## src/rtl/fetch_unit.sv

```systemverilog
// Instruction-fetch stage: owns the PC, drives the instruction-memory address and
// buffers fetched {pc, instr} pairs in a DEPTH-entry prefetch FIFO toward decode.
module fetch_unit #(
  parameter int unsigned PC_WIDTH    = 8,
  parameter int unsigned INSTR_WIDTH = 32,
  parameter int unsigned DEPTH       = 4,
  parameter int unsigned PC_INC      = 1,
  parameter int unsigned RESET_PC    = 0
) (
  input  logic                       clk,
  input  logic                       rst,
  output logic [PC_WIDTH-1:0]        imem_addr,
  input  logic [INSTR_WIDTH-1:0]     imem_data,
  input  logic                       imem_ready,
  input  logic                       redirect,
  input  logic [PC_WIDTH-1:0]        redirect_pc,
  output logic                       out_valid,
  input  logic                       out_ready,
  output logic [INSTR_WIDTH-1:0]     out_instr,
  output logic [PC_WIDTH-1:0]        out_pc,
  output logic [$clog2(DEPTH+1)-1:0] fifo_count
);

  localparam int unsigned PW = $clog2(DEPTH);
  localparam int unsigned CW = $clog2(DEPTH+1);

  logic [PC_WIDTH-1:0]    fetch_pc;
  logic [PW-1:0]          head;
  logic [PW-1:0]          tail;
  logic [PW-1:0]          head_next;
  logic [CW-1:0]          count;
  logic [PC_WIDTH-1:0]    pc_mem    [DEPTH];
  logic [INSTR_WIDTH-1:0] instr_mem [DEPTH];
  logic [PC_WIDTH-1:0]    pc_q;
  logic [INSTR_WIDTH-1:0] instr_q;
  logic [PC_WIDTH-1:0]    pc_d;
  logic [INSTR_WIDTH-1:0] instr_d;
  logic                   deq;
  logic                   enq;

  assign imem_addr  = fetch_pc;
  assign fifo_count = count;
  assign out_valid  = (count != '0);
  assign out_pc     = pc_q;
  assign out_instr  = instr_q;

  assign deq       = out_valid && out_ready;
  assign enq       = imem_ready && !redirect && ((count < CW'(DEPTH)) || deq);
  assign head_next = head + PW'(1);

  // The head is mirrored in an output register so out_* hold their last value
  // when the FIFO drains. Next head: the following stored entry, or the word
  // being fetched this cycle if it will be the only entry.
  always_comb begin
    pc_d    = pc_q;
    instr_d = instr_q;
    if (!redirect) begin
      if (deq) begin
        if (count > CW'(1)) begin
          pc_d    = pc_mem[head_next];
          instr_d = instr_mem[head_next];
        end else if (enq) begin
          pc_d    = fetch_pc;
          instr_d = imem_data;
        end
      end else if (count == '0 && enq) begin
        pc_d    = fetch_pc;
        instr_d = imem_data;
      end
    end
  end

  always_ff @(posedge clk) begin
    if (enq) begin
      pc_mem[tail]    <= fetch_pc;
      instr_mem[tail] <= imem_data;
    end
  end

  always_ff @(posedge clk or negedge rst) begin
    if (!rst) begin
      fetch_pc <= PC_WIDTH'(RESET_PC);
      head     <= '0;
      tail     <= '0;
      count    <= '0;
      pc_q     <= '0;
      instr_q  <= '0;
    end else begin
      pc_q    <= pc_d;
      instr_q <= instr_d;
      if (redirect) begin
        fetch_pc <= redirect_pc;
        head     <= '0;
        tail     <= '0;
        count    <= '0;
      end else begin
        if (enq) begin
          fetch_pc <= fetch_pc + PC_WIDTH'(PC_INC);
          tail     <= tail + PW'(1);
        end
        if (deq) head <= head_next;
        if (enq && !deq)      count <= count + CW'(1);
        else if (deq && !enq) count <= count - CW'(1);
      end
    end
  end

endmodule

```

## config.mk

```make
export PLATFORM = sky130hd
export DESIGN_NAME = fetch_unit
export DESIGN_NICKNAME = d
export VERILOG_FILES = /design/src/rtl/fetch_unit.sv
export SDC_FILE = /design/constraint.sdc
export NUM_CORES = 1
export LEC_CHECK = 0
export ABC_CLOCK_PERIOD_IN_PS = 2900
export CORE_ASPECT_RATIO = 0.8
export CORE_MARGIN = 4
export CORE_UTILIZATION = 36
export CTS_BUF_LIST = sky130_fd_sc_hd__clkbuf_8 sky130_fd_sc_hd__clkbuf_16
export DETAILED_ROUTE_END_ITERATION = 10
export DONT_BUFFER_PORTS = 1
export SETUP_SLACK_MARGIN = 0.3
export SLEW_MARGIN = 20
export SYNTH_ARGS = -nofsm -noshare
export SYNTH_HDL_FRONTEND = slang
export SYNTH_SLANG_ARGS = --single-unit
export TNS_END_PERCENT = 5
```

## constraint.sdc

```tcl
create_clock -name clk -period 2.9 [get_ports clk]
set_clock_uncertainty 0.2 [all_clocks]
set_input_delay 0.58 -clock clk [delete_from_list [all_inputs] [get_ports clk]]
set_output_delay 0.58 -clock clk [all_outputs]
set_load 0.02 [all_outputs]
```

# After elaboration in Yosys (flattened, before gate mapping)
# Memory sizes are Yosys's and may differ from the RTL's.
# Index checks and enable logic that the tools add are counted.
# classes
n_addsub	5
n_reduce_logical	17
n_eq_ne	1
n_bitwise	1
n_mux	19
magnitude_cmp	2
# ops
cell	count
$mux 32	4
$mux 8	6
$mux 3	3
$add 8x1->8 const B	1
$mux 2	4
$logic_and 1x1->1	6
$reduce_bool 2->1	3
$reduce_bool 3->1	2
$add 2x1->2 const B	2
$add 3x1->3 const B	1
$gt 3x1->1 const B	1
$logic_not 1->1	3
$logic_not 3->1	1
$lt 3x3->1 const B	1
$ne 3x1->1 const B	1
$reduce_and 3->1	1
$sub 3x1->3 const B	1
$mux 1	2
$logic_or 1x1->1	1
$not 1->1	1
# totals
wordCells	53
output_inout_bits	52
ram_bits	160
regBits	55
n_memories	2
in_bits	45
# mem_list
name	words	width	read_ports	rd_ports_with_merged_regs	write_ports	line	rtl
instr_mem	4	32	1	0	1	33	logic [INSTR_WIDTH-1:0] instr_mem [DEPTH];
pc_mem	4	8	1	0	1	32	logic [PC_WIDTH-1:0] pc_mem [DEPTH];

# Depth between registers and ports, before layout
# depth
word_depth	9
ltp_mapped	7
ltp_nobuf	6

# Least setup slack after synthesis
# Ideal clock, no wire load.
# synth_timing
path_kind	in2reg
startpoint	input port out_ready
endpoint	memory instr_mem[0][0] (enable)
setup_ns	0.401
path_buffers	1
path_stages	5
arrival_time_ns	2.249
setup_slack_ns	0.050
required_ns	2.299
cell_sequence	buf_2 > nand2b_1 > nand2_1 > nor2_1 > and2_1
# synth_between
elab_chain_len	5
# synth_lines
element	line	rtl
from (decl)	18	input logic out_ready,
$logic_and 1x1->1	47	assign deq = out_valid && out_ready;
$logic_or 1x1->1	48	assign enq = imem_ready && !redirect && ((count < CW'(DEPTH)) || deq);
$logic_and 1x1->1	48	
$mux 1	74	if (enq) begin
$mux 1 (implied by the code)	76	instr_mem[tail] <= imem_data;
to (decl)	33	
# Every way passes these cells.

# Worst setup path in the final report
# layout_timing
startpoint	register count[1] (netlist: fifo_count[1])
endpoint	register instr_q[24] (netlist: out_instr[24])
# layout_between
elab_chain_len	7
elab_cells_between_ends	13
classes_between	order compare: 2; eq/ne: 1; mux: 2; reduce/logical: 8
# layout_lines
element	line	rtl
from (decl)	31	logic [CW-1:0] count;
from (signal assigned)	102	if (enq && !deq) count <= count + CW'(1);
from (signal assigned)	103	else if (deq && !enq) count <= count - CW'(1);
$reduce_bool 3->1 *	43	assign out_valid = (count != '0);
via out_valid	17	output logic out_valid,
$logic_and 1x1->1 *	47	
$logic_or 1x1->1	48	
$logic_and 1x1->1	48	
$logic_and 1x1->1	66	end else if (count == '0 && enq) begin
$reduce_bool 2->1 (no source line)	-	
$reduce_and 3->1 (no source line)	-	
to (signal assigned)	90	instr_q <= instr_d;
to (decl)	35	logic [INSTR_WIDTH-1:0] instr_q;
# Mark *: on every way through the listed nets, which the timed path passes. The rest lies on a longest branch.
# A chain may end at the register's enable or synchronous reset.

==> impl_metrics.ini <==
[final_layout]
highest_count_cells_in_the_layout_ignoring_fill_and_taps = sky130_fd_sc_hd__edfxtp_1 (160), sky130_fd_sc_hd__dfrtp_1 (53), sky130_fd_sc_hd__nor3b_1 (41)
layoutNonFillerInstCount = 839
finish.net_count = 564
n_antenna_cell = 0
final_util_pct = 43.6
area_growth_pct = 19.2
layout_commonest_cell = sky130_fd_sc_hd__edfxtp_1
layout-drive-gt1-share_pct = 19.7

[logic_synthesis]
yosys.area_share.adder_pct = 1.31
postSynthNetCount = 511
synthesis_warning_total = 0
yosys-mux-area-fraction_pct = 10.7
synth_cell_type_count = 38
synth_seq_cells = 215
synth_top_family_by_area = multiplexers
synth_xor_xnor_area_share_pct = 1.28
post_synth.cell_area_avg_sq_um = 18.8
post_synth_inst_count = 457
leading_register_cell_type_out_of_synthesis = sky130_fd_sc_hd__edfxtp_1
number_of_enable_flip_flop_cells_after_synthesis = 160
compound_gate_fraction_of_synth_area_pct = 6.04
async_flop_share_pct = 25.6
mappedNetlistArea_sq_um = 8590
synth-simple-area-share_pct = 6.09
seq_area_frac_synth_pct = 71.9

[clock_network]
clock_latency_ns = 0.52
worst_setup_hold_path_clk_slew_ns = 0.06
tritoncts = yes
h-tree-depth = 1
cts_sinks = 215
clock_tree.buffer_depth = 3
tritoncts.num_buffers = 24
cts-root-buf = sky130_fd_sc_hd__clkbuf_16

[placed_design]
port_buffers = 0
detailed_place_hpwl_mm = 11.1
gp_routability_congestion = 0.805
pre_cts_ws_ns = 0.310
placedCellCount = 756

[sta]
max_clock_freq_ghz = 0.406
final_clock_period_utilization_by_the_worst_path_pct = 85.0
fin_ws_ns = 0.434
final_max_slew_viol_count = 0
period_needed_ns = 2.47
report.final.setup_viol = 0
timing.setup.tns_ns = 0
slew_headroom_pct = 59.9
grt_setup_unrepaired = false
report.final.hold_viol_count = 0
worstMarginPinSlew_ns = 0.601
fin_worst_hold_slack_ns = 0.0163

[pwr]
clock_power_share_pct = 31.3
cellInternalPower_mw = 6.36
pwr-share-comb_pct = 19.6
cellPowerDensity_nw_per_um2 = 897
proportion_of_power_drawn_by_flip_flops_and_latches_pct = 49.1
power.ir.vdd_worst_mv = 0.782
switching_power_as_a_share_of_total_power_pct = 30.7
power.static_leakage_nw = 3.48
netSwitchingPower_mw = 2.81

[hold_path]
holdCritPathClass = input port to flop

[die]
design.die.area_sq_um = 26400
chipHeight_um = 146
placement_rows = 50
fp.coreArea_sq_um = 23500
io-pin-count = 97
effective_utilization_at_floorplan_pct = 36.6
dieWidth_um = 181

[routing]
post_drt_wl_per_cell_um = 23.2
dr.first_iter.drc_count = 346
drc = 0
count_of_vias_placed_by_the_detailed_router = 4563
drtPass1Iterations = 4
wl_mm = 19.5
antenna_violating_nets_post_route = 0
routed_via_density = 5.44

[job]
cap_viol_max_count = 0

[critical_path]
critical_path_class = flop to flop
cp_data_arrival_time_ns = 2.66
cp.required_ns = 3.10
crit_fanout = 40
start_kind = flop
timing.critical_path.to_type = flop

[global_route]
gr-usage-all-layers_pct = 14.4
grt_antenna_before_repair = 0
gr-total-overflow = 0
grt_pass1_wl_mm = 29.7
vias_in_the_first_global_route = 4916
grt_max_degree = 56

[status]
outcome = completed
worst max-delay path, stage by stage, from the launching register on:
cell	delay, ns
sky130_fd_sc_hd__dfrtp_1	0.51
sky130_fd_sc_hd__inv_1	0.17
sky130_fd_sc_hd__ha_2	0.27
sky130_fd_sc_hd__nand2b_4	0.12
sky130_fd_sc_hd__a211oi_2	0.31
sky130_fd_sc_hd__o31ai_4	0.11
sky130_fd_sc_hd__buf_6	0.25
sky130_fd_sc_hd__a221o_1	0.39
metal layers:
layer | up-vias | part of all wire, % | wire [um] | global-route usage, %
met4 | 0 | 2.1 | 416 | 3.63
li1 | 1965 | - | - | -
met2 | 152 | 46 | 9040 | 22.8
met5 | - | 0 | 0 | 0
met1 | 2410 | 45 | 8790 | 20.1
met3 | 36 | 6.3 | 1220 | 3.74
cells in the mapped netlist, drive strengths merged (2+ instances only):
| cell | count | area share [%] |
|---|---|---|
| nand2 | 14 | 0.61 |
| nor4 | 2 | 0.15 |
| nand3 | 4 | 0.23 |
| a211oi | 2 | 0.23 |
| mux4 | 40 | 10 |
| inv | 7 | 0.31 |
| nand2b | 4 | 0.38 |
| buf | 19 | 1.6 |
| a221o | 40 | 4.7 |
| xnor2 | 5 | 0.51 |
| o211ai | 2 | 0.17 |
| nor3 | 2 | 0.12 |
| dfrtp | 55 | 16 |
| ha | 9 | 1.3 |
| clkbuf | 12 | 0.70 |
| xor2 | 5 | 0.51 |
| and2 | 4 | 0.29 |
| o21ai | 8 | 0.47 |
| nor2 | 9 | 0.39 |
| a21oi | 2 | 0.12 |
| edfxtp | 160 | 56 |
| nor3b | 41 | 3.6 |
per-stage QoR:
step / power [mW] / area [sq um]
detailed placement: 6.30 / 9050
global route: 9.58 / 10200
global placement: 6.23 / 9050
finish: 9.18 / 10200
CTS: 9.29 / 10200
floorplan: 5.72 / 8590
final cells by class:
type                    instances  area, sq um
clock buffers                  26          628
clock inverters                17          131
fillers                      2026        13200
inverters                       7         26.3
multi-input cells             204         2230
flip-flops and latches        215         6190
well taps                     312          390
repair buffers                 58          644
state kept, by name, indices dropped and copies added, names as in the netlist:
signal and count:
instr_mem 128, out_instr 32, pc_mem 32, imem_addr 8, out_pc 8, fifo_count 3, head 2, tail 2
power groups by stage:
stage                     clock [mW]  combinational, mW  sequential [mW]
after global routing            3.08               1.93             4.57
final                           2.87               1.80             4.51
after floorplan                    0               1.33             4.39
after CTS                       2.96               1.80             4.53
after global placement             0               1.65             4.57
after detailed placement           0               1.72             4.58
repair_timing:
action                                  in CTS  in global routing
endpoints found under the hold margin      225                  0
hold buffers                                40                  0
endpoints found under the setup margin       5                 18
gates resized for setup                      1                  2
buffers inserted                             0                  0
final timing paths:
path / start / to / slack, ns / cells after the start
max: fifo_count[1] / out_instr[24] / 0.43 / 7
min: redirect / imem_addr[3] / 0.02 / 2
max reg2reg: fifo_count[1] / out_instr[24] / 0.43 / 7
min reg2reg: tail[1] / tail[1] / 0.38 / 2
max in group asynchronous: rst / head[1] / 1.80 / 2
min in group asynchronous: rst / out_pc[0] / 0.44 / 2
cells by family (layout without fill, tap and decap cells):
logic type / count (synthesis) / count (layout)
compound gates: 58 / 58
xor+xnor: 11 / 11
flops: 215 / 215
simple gates: 84 / 84
fa+ha+maj: 9 / 9
buf+inv: 38 / 108
mux: 42 / 42
(Power assumes the default switching activity.)
